[config.mk]
export PLATFORM = sky130hd
export DESIGN_NAME = npu_inst_fetch_decode
export DESIGN_NICKNAME = d
export VERILOG_FILES = /design/src/rtl/npu_inst_fetch_decode.sv
export SDC_FILE = /design/constraint.sdc
export NUM_CORES = 1
export LEC_CHECK = 0
export CORE_MARGIN = 8
export CORE_UTILIZATION = 41
export DETAILED_ROUTE_END_ITERATION = 10
export PLACE_DENSITY_LB_ADDON = 0.12
export SLEW_MARGIN = 20
export SYNTH_ARGS = -nofsm -noshare
export SYNTH_HDL_FRONTEND = slang
export SYNTH_SLANG_ARGS = --single-unit
[constraint.sdc]
create_clock -name i_clk -period 4.05 [get_ports i_clk]
set_clock_uncertainty 0.2 [all_clocks]
set_input_delay 0.81 -clock i_clk [delete_from_list [all_inputs] [get_ports i_clk]]
set_output_delay 0.81 -clock i_clk [all_outputs]
set_load 0.01 [all_outputs]
[src/rtl/npu_inst_fetch_decode.sv]
// npu_inst_fetch_decode: fetches one instruction word from the synchronous SRAM and decodes it for the scheduler.
module npu_inst_fetch_decode #(
  parameter int INST_AW    = 12,
  parameter int INST_DEPTH = 4096,
  parameter int RD_LATENCY = 1
) (
  input  logic               i_clk,
  input  logic               i_rst,
  input  logic               i_fetch_en,
  input  logic [INST_AW-1:0] i_pc,
  input  logic               i_flush,
  output logic               o_mem_rd_en,
  output logic [INST_AW-1:0] o_mem_addr,
  input  logic [31:0]        i_mem_rdata,
  output logic               o_inst_valid,
  output logic [4:0]         o_opcode,
  output logic               o_be_noblock,
  output logic               o_wait_last_noblock_dma,
  output logic [INST_AW-1:0] o_jump_pc,
  output logic [31:0]        o_inst,
  output logic               o_err_inst,
  output logic               o_busy,
  output logic               o_fetch_overrun
);
  localparam logic [1:0] IDLE = 2'd0;
  localparam logic [1:0] REQ  = 2'd1;
  localparam logic [1:0] WAIT = 2'd2;
  localparam logic [1:0] OUT  = 2'd3;
  localparam logic [1:0] LAT_INIT = 2'(RD_LATENCY - 1);
  logic [1:0] state, state_nxt, lat_cnt;
  logic op_err, jump_err;
  always_comb begin
    state_nxt = i_flush          ? IDLE :
                (state == IDLE)  ? (i_fetch_en ? REQ : IDLE) :
                (state == REQ)   ? WAIT :
                (state == WAIT)  ? (lat_cnt == 2'd0 ? OUT : WAIT) : IDLE;
  end
  always_ff @(posedge i_clk) begin
    if (i_rst) begin
      state           <= IDLE;
      lat_cnt         <= 2'd0;
      o_mem_addr      <= '0;
      o_inst          <= '0;
      o_fetch_overrun <= 1'b0;
    end else begin
      if (i_fetch_en && state != IDLE) o_fetch_overrun <= 1'b1;
      if (state == IDLE && i_fetch_en && !i_flush) o_mem_addr <= i_pc;
      if (state == WAIT && lat_cnt == 2'd0 && !i_flush) o_inst <= i_mem_rdata;
      lat_cnt <= (state == REQ) ? LAT_INIT : (state == WAIT) ? lat_cnt - 2'd1 : lat_cnt;
      state   <= state_nxt;
    end
  end
  // a flush or reset in the OUT cycle swallows the pulse
  assign o_inst_valid            = (state == OUT) && !i_flush && !i_rst;
  assign o_mem_rd_en             = (state == REQ);
  assign o_busy                  = (state != IDLE);
  assign o_opcode                = o_inst[31:27];
  assign o_be_noblock            = o_inst[26];
  assign o_wait_last_noblock_dma = o_inst[25];
  assign o_jump_pc               = o_inst[INST_AW-1:0];
  assign op_err   = !(o_opcode inside {5'b00000, 5'b01010, 5'b01011, 5'b01101,
                                       5'b10010, 5'b11100, 5'b00110, 5'b11111});
  assign jump_err = (o_opcode == 5'b11100) && ({20'd0, o_inst[11:0]} >= 32'(INST_DEPTH));
  assign o_err_inst = o_inst_valid && (op_err || jump_err);
endmodule

==> impl_results.md, run 1 <==
* Run status: finished, final reports clean
* Critical Path RT at 3.04 ns
* Combined flip-flop and latch cell area at 981 µm²
* Clock tree from TritonCTS: done
* Antenna diode count at 0
* Post-route setup TNS at 0 ns
* M1 GR Usage at 15.5%
* Syn-to-layout area delta at 52.1%
* Post-synthesis instance total at 236
* Signal arrival time at the worst endpoint at 2.36 ns
* Fin util at 63.7%
* CP Cell Sequence: clkdlybuf4s50_1 > nor3b_1 > and4_1 > clkdlybuf4s50_1
* Horizontal extent of the die at 87.5 µm
* Shortest clock period the worst path allows after layout at 3.37 ns
* PwrDens at 264 mW/mm²
* Number of buffers added by the clock tree synthesis step at 5
* Clock input transition at the sequential cells of the worst setup and hold paths at 0.08 ns
* Number of nets in the final layout at 382
* Fill cell total of the finished layout at 492
* Final setup violating endpoints at 0
* Via count at 1,820
* Crit path largest cell delay at 0.54 ns
* Post-DP HPWL at 4100 µm
* Wire length reported by the detailed router at 5520 µm
* Switching share of total power at 21.3%
* Mean Syn Cell Area at 8.89 µm²
* Int Power at 0.663 mW
* Congestion Overflow GR at 0
* Worst hold path class: register to register
* Insertion delay of the later-clocked pin in the worst-skew pair at 0.28 ns
* DR iter-0 viols at 58
* Average via count per standard cell at 4.57
* H-tree level count at 2
* Placement Rows at 26
* Final weighted congestion in routability-driven placement at 0.733
* Library cell contributing the largest single delay on the critical path: clkdlybuf4s50_1
* Crit end category: output pin
* IO Port Bufs at 115
* Drc violations at 0
* Via count of the first global-routing pass at 1,766
* Buffers inserted during post-CTS setup optimization at 0
* Number of placed instances with taps included at 392
* Wire length of the first global-routing pass at 8510 µm
* Standard cell core area at 0.00501 mm²
* Clk buf depth at 2
* Post-CTS Resized at 0
* Antenna Violating Nets Remaining at 0
* Die Y-Extent at 87.5 µm
* Drt wl/cell at 13.9 µm
* Fraction of power consumed by combinational cells at 11.1%
* Fraction of power consumed by sequential logic at 58.3%
* Root buffer selected by CTS: clkbuf_8
* Clock Sink Count at 49
* Number of non-filler instances in the completed layout at 398
* Final worst-path cycle share at 83.3%
* Length of the first detailed-routing pass in iterations at 4
* Maximum fanout count along the critical path at 6
* Number of antenna violations at the first check in global routing at 0
* Seq/Total Area, Yosys at 46.8%
* Area after detailed placement at 0.00312 mm²
* Number of library cell types mapped by synthesis at 25
* Fin. Hold Viols at 0
* Worst Setup Start Kind: input port
* Layer carrying the most global-route usage: met2
* Total GRT Usage at 13.9%
* Slew margin rel. at 45.3%
* Die Footprint at 0.00766 mm²
* Count of hold buffers inserted by post-cts repair at 0
* Total standard cell area after synthesis at 0.00210 mm²
* Pleak at 1.14 nW
* Fmax at 0.297 GHz
* Initial core utilization at 41.9%
* Yosys reg bits at 49
* Area of the multi-input gates at 861 µm²
* Maximum number of pins on one net before global-route repair at 50
* Switching power at 0.180 mW
* Global routing met3 resource utilization at 6.70%
* Fin area at 0.00319 mm²
* GR met2 Demand/Resource at 23.1%
* Worst ir drop on vdd at 0.000223 V
* Synthesis warning total at 0
* Max-slew violation count at 0
* Part of the total power dissipated in the clock network at 30.5%
* Slew at the pin with the worst max-slew slack at 0.818 ns
* Number of placed I/O pins at 116
* Unrepaired setup endpoints after global routing: no
* Start-to-end type of the worst setup path: input port to output pin
* Cell mode on critical path: clkdlybuf4s50_1
* Nets in the synthesized netlist at 289
* Fraction of final layout cells sized beyond drive strength 1 at 8.84%
* Max-cap viol count at 0
[routing by layer]
layer  share of wire, %  vias up  wire length, µm
met5                  0        -                0
met4               0.51        0               28
met3                 11        2              602
met2                 46       66             2550
met1                 42      822             2340
li1                   -      930                -
[cells in the mapped netlist (all sizes together)]
master,count,area (µm²)
inv,5,18.8
clkbuf,2,7.51
a21oi,33,236
nand4,1,6.26
ha,5,62.6
xnor2,2,17.5
nand2,64,240
and3,1,6.26
and3b,1,8.76
nor2b,2,12.5
a2111oi,1,8.76
a32oi,1,8.76
mux2i,12,120
o21ai,2,10.0
dfxtp,49,981
buf,30,229
nor4b,1,8.76
nor3b,2,15.0
nor3,3,15.0
nor2,16,60.1
nand3b,2,15.0
and4,1,8.76
[kinds of logic after synthesis]
logic type,after synthesis,synth area share (%)
compound gates,37,12.6
xor+xnor,2,0.835
fa+ha+maj,5,2.98
buf+inv,37,12.2
flops,49,46.8
mux,12,5.73
simple gates,94,18.9
[per-stage QoR]
stage	hold WS, ns	power (mW)	setup WS, ns
floorplan	0.271	0.533	1.57
CTS	0.260	0.855	0.675
finish	0.259	0.843	0.678
global route	0.284	0.877	0.599
detailed placement	0.248	0.598	0.672
global placement	0.241	0.597	0.713
[flip-flops by register name (all words and copies together) (netlist names)]
register         flops
o_fetch_overrun      1
o_mem_addr          12
o_inst              32
lat_cnt              2
state                2
[cells in the final DEF, fill, tap and decap left out]
cell,instances
mux2i_1,12
o21ai_0,2
buf_4,3
a32oi_1,1
a21oi_1,14
dfxtp_1,49
and3_1,1
buf_2,1
nor2b_1,2
clkbuf_8,5
a2111oi_0,1
nand4_1,1
nor2_1,16
clkinv_2,1
a21oi_2,19
clkdlybuf4s50_1,114
nand2_1,64
and3b_1,1
inv_1,5
ha_1,5
nor3_1,3
nand3b_1,2
nor3b_1,2
xnor2_1,2
nor4b_1,1
and4_1,1
[power by group through the flow]
| stage | clock network [mW] | logic [mW] | registers [mW] |
|---|---|---|---|
| floorplan | 0 | 0.0272 | 0.506 |
| global placement | 0 | 0.0939 | 0.503 |
| detailed placement | 0 | 0.0946 | 0.503 |
| CTS | 0.268 | 0.0951 | 0.492 |
| global route | 0.284 | 0.101 | 0.493 |
| finish | 0.257 | 0.0940 | 0.492 |
[worst paths after layout]
kind / from / to / slack (ns) / cells past startpoint
hold reg to reg: o_inst[12] / o_inst[12] / 0.26 / 2
setup / recovery: i_flush / o_err_inst / 0.68 / 4
hold / removal: o_inst[12] / o_inst[12] / 0.26 / 2
setup reg to reg: state[0] / o_mem_addr[8] / 2.04 / 5
[worst max-delay path: cells and delay by family]
| kind | cells | cell delay, ns |
|---|---|---|
| buf+inv | 2 | 1.02 |
| simple gates | 2 | 0.53 |
[area by class of cell]
cell class | count | share of cell area (%)
sequential | 49 | 30.7
clock inverter | 1 | 0.157
inverter | 5 | 0.588
multi-input combinational | 150 | 27.0
clock buffer | 5 | 2.16
timing repair buffer | 118 | 36.6
tap | 70 | 2.75
(Power assumes the default switching activity.)
==> run 2: changes to the inputs <==
--- a/config.mk
+++ b/config.mk
@@ -6,7 +6,7 @@
 export NUM_CORES = 1
 export LEC_CHECK = 0
 export CORE_MARGIN = 8
-export CORE_UTILIZATION = 41
+export CORE_UTILIZATION = 35
 export DETAILED_ROUTE_END_ITERATION = 10
 export PLACE_DENSITY_LB_ADDON = 0.12
 export SLEW_MARGIN = 20
==> constraint.sdc (replaced) <==
create_clock -name i_clk -period 3.02 [get_ports i_clk]
set_clock_uncertainty 0.2 [all_clocks]
set_input_delay 0.604 -clock i_clk [delete_from_list [all_inputs] [get_ports i_clk]]
set_output_delay 0.604 -clock i_clk [all_outputs]
set_load 0.01 [all_outputs]
==> impl_results.md, run 2 (same netlist as run 1, synthesis figures left out) <==
* Fin area at 0.00327 mm² (was 0.00319 mm²)
* Number of buffers added by the clock tree synthesis step at 5 (unchanged)
* Max-slew violation count at 0 (unchanged)
* Clock Sink Count at 49 (unchanged)
* Run status: finished, final reports clean (unchanged)
* H-tree level count at 2 (unchanged)
* Clock input transition at the sequential cells of the worst setup and hold paths at 0.08 ns (about the same)
* Clock tree from TritonCTS: done (unchanged)
* Critical Path RT at 2.22 ns (was 3.04 ns)
* Insertion delay of the later-clocked pin in the worst-skew pair at 0.29 ns (was 0.28 ns)
* Most frequent standard cell in the layout excluding fill and tap cells: clkdlybuf4s50_1 (unchanged)
* Slew at the pin with the worst max-slew slack at 0.640 ns (was 0.818 ns)
* Drc violations at 0 (unchanged)
* Horizontal extent of the die at 93.4 µm (was 87.5 µm)
* Max-cap viol count at 0 (unchanged)
* Standard cell core area at 0.00585 mm² (was 0.00501 mm²)
* Area after detailed placement at 0.00315 mm² (was 0.00312 mm²)
* Root buffer selected by CTS: clkbuf_8 (unchanged)
* IO Port Bufs at 115 (unchanged)
* Shortest clock period the worst path allows after layout at 2.90 ns
* Worst ir drop on vdd at 0.000269 V (was 0.000223 V)
* Post-DP HPWL at 4300 µm (was 4100 µm)
* Die Footprint at 0.00872 mm² (was 0.00766 mm²)
* PwrDens at 387 mW/mm² (was 264 mW/mm²)
* Syn-to-layout area delta at 55.8% (was 52.1%)
* Maximum number of pins on one net before global-route repair at 50 (unchanged)
* Largest registers ranked by flip-flop count: o_inst: 32 flops, o_mem_addr: 12 flops (unchanged)
* GR met2 Demand/Resource at 22.5% (was 23.1%)
* Antenna diode count at 0 (unchanged)
* Placement Rows at 28 (was 26)
* Final weighted congestion in routability-driven placement at 0.691 (was 0.733)
* Number of placed I/O pins at 116 (unchanged)
* Via count of the first global-routing pass at 1,796 (was 1,766)
* Unrepaired setup endpoints after global routing: no (unchanged)
* Signal arrival time at the worst endpoint at 2.09 ns (was 2.36 ns)
* Number of nets in the final layout at 384 (was 382)
* Via count at 1,833 (was 1,820)
* Antenna Violating Nets Remaining at 0 (unchanged)
* Fraction of final layout cells sized beyond drive strength 1 at 9.64% (was 8.84%)
* Length of the first detailed-routing pass in iterations at 4 (unchanged)
* Count of hold buffers inserted by post-cts repair at 0 (unchanged)
* Worst hold path class: register to register (unchanged)
* Global routing met3 resource utilization at 6.17% (was 6.70%)
* Crit end category: output pin (unchanged)
* Total GRT Usage at 13.3% (was 13.9%)
* DR iter-0 viols at 48 (was 58)
* Register ranked first by flip-flop count: o_inst (unchanged)
* Layer carrying the most global-route usage: met2 (unchanged)
* Fmax at 0.345 GHz
* Post-route setup TNS at 0 ns (unchanged)
* Post-CTS Resized at 0 (unchanged)
* Final setup violating endpoints at 0 (unchanged)
* Final worst-path cycle share at 95.9%
* Wire length of the first global-routing pass at 9270 µm (was 8510 µm)
* Most frequent cells in the layout: clkdlybuf4s50_1 (114), nand2_1 (64), dfxtp_1 (49) (unchanged)
* Die Y-Extent at 93.4 µm (was 87.5 µm)
* Clk buf depth at 2 (unchanged)
* Congestion Overflow GR at 0 (unchanged)
* Pleak at 1.18 nW (was 1.14 nW)
* M1 GR Usage at 14.2% (was 15.5%)
* Buffers inserted during post-CTS setup optimization at 0 (unchanged)
* Start-to-end type of the worst setup path: input port to output pin (unchanged)
* Maximum fanout count along the critical path at 2 (was 6)
* Initial core utilization at 35.8% (was 41.9%)
* Wire length reported by the detailed router at 5860 µm (was 5520 µm)
* Worst Setup Start Kind: input port (unchanged)
* Drt wl/cell at 14.4 µm (was 13.9 µm)
* Fin. Hold Viols at 0 (unchanged)
* Slew margin rel. at 57.3% (was 45.3%)
* Average via count per standard cell at 4.50 (was 4.57)
* Max reg flops at 32 (unchanged)
* Number of antenna violations at the first check in global routing at 0 (unchanged)
run 2: changes by cell type in the layout (fill, tap and decap cells not counted), sizes merged:
cell	before	now
buf	4	6
clkbuf	5	7
bufinv	0	1
clkinv	1	0
run 2: cell type report:
cell class / count / area [µm²]
clock buffers: 7 / 86.3
clock inverters: 1 / 30.0
fillers: 543 / 2580
inverters: 5 / 18.8
multi-input cells: 150 / 861
flip-flops and latches: 49 / 981
well taps: 75 / 93.8
repair buffers: 120 / 1200
run 2: path summary, 6_finish.rpt:
check	from	to	slack, ns	cells past startpoint
worst min register to register	o_inst[12]	o_inst[12]	0.26	2
worst max-delay path	i_flush	o_err_inst	0.12	4
worst max register to register	state[0]	o_inst[19]	1.23	6
worst min-delay path	o_inst[12]	o_inst[12]	0.26	2
run 2: metrics by stage:
step | setup WS [ns] | power, mW | utilization, % | std cells | hold slack [ns]
floorplan | 0.953 | 0.715 | - | 236 | 0.271
global placement | 0.120 | 0.803 | 53.8 | 399 | 0.243
detailed placement | 0.151 | 0.804 | 53.8 | 399 | 0.248
CTS | 0.132 | 1.29 | 55.8 | 407 | 0.260
global route | 0.0688 | 1.32 | 55.8 | 407 | 0.283
finish | 0.125 | 1.27 | 55.8 | 407 | 0.255
run 2: where the power goes:
part           switching [mW]  internal [mW]  total [mW]
combinational          0.0447         0.0835       0.128
sequential            0.00455          0.655       0.659
clock                   0.208          0.270       0.478
run 2: layer usage:
| metal | part of all wire, % | up-vias |
|---|---|---|
| met1 | 41 | 831 |
| met4 | 1.2 | 0 |
| met2 | 48 | 60 |
| met5 | 0 | - |
| met3 | 10 | 6 |
| li1 | - | 936 |
run 2: critical path, stage by stage:
cell and delay (ns):
clkdlybuf4s50_1 0.42, nor3b_1 0.30, and4_1 0.23, clkdlybuf4s50_1 0.53
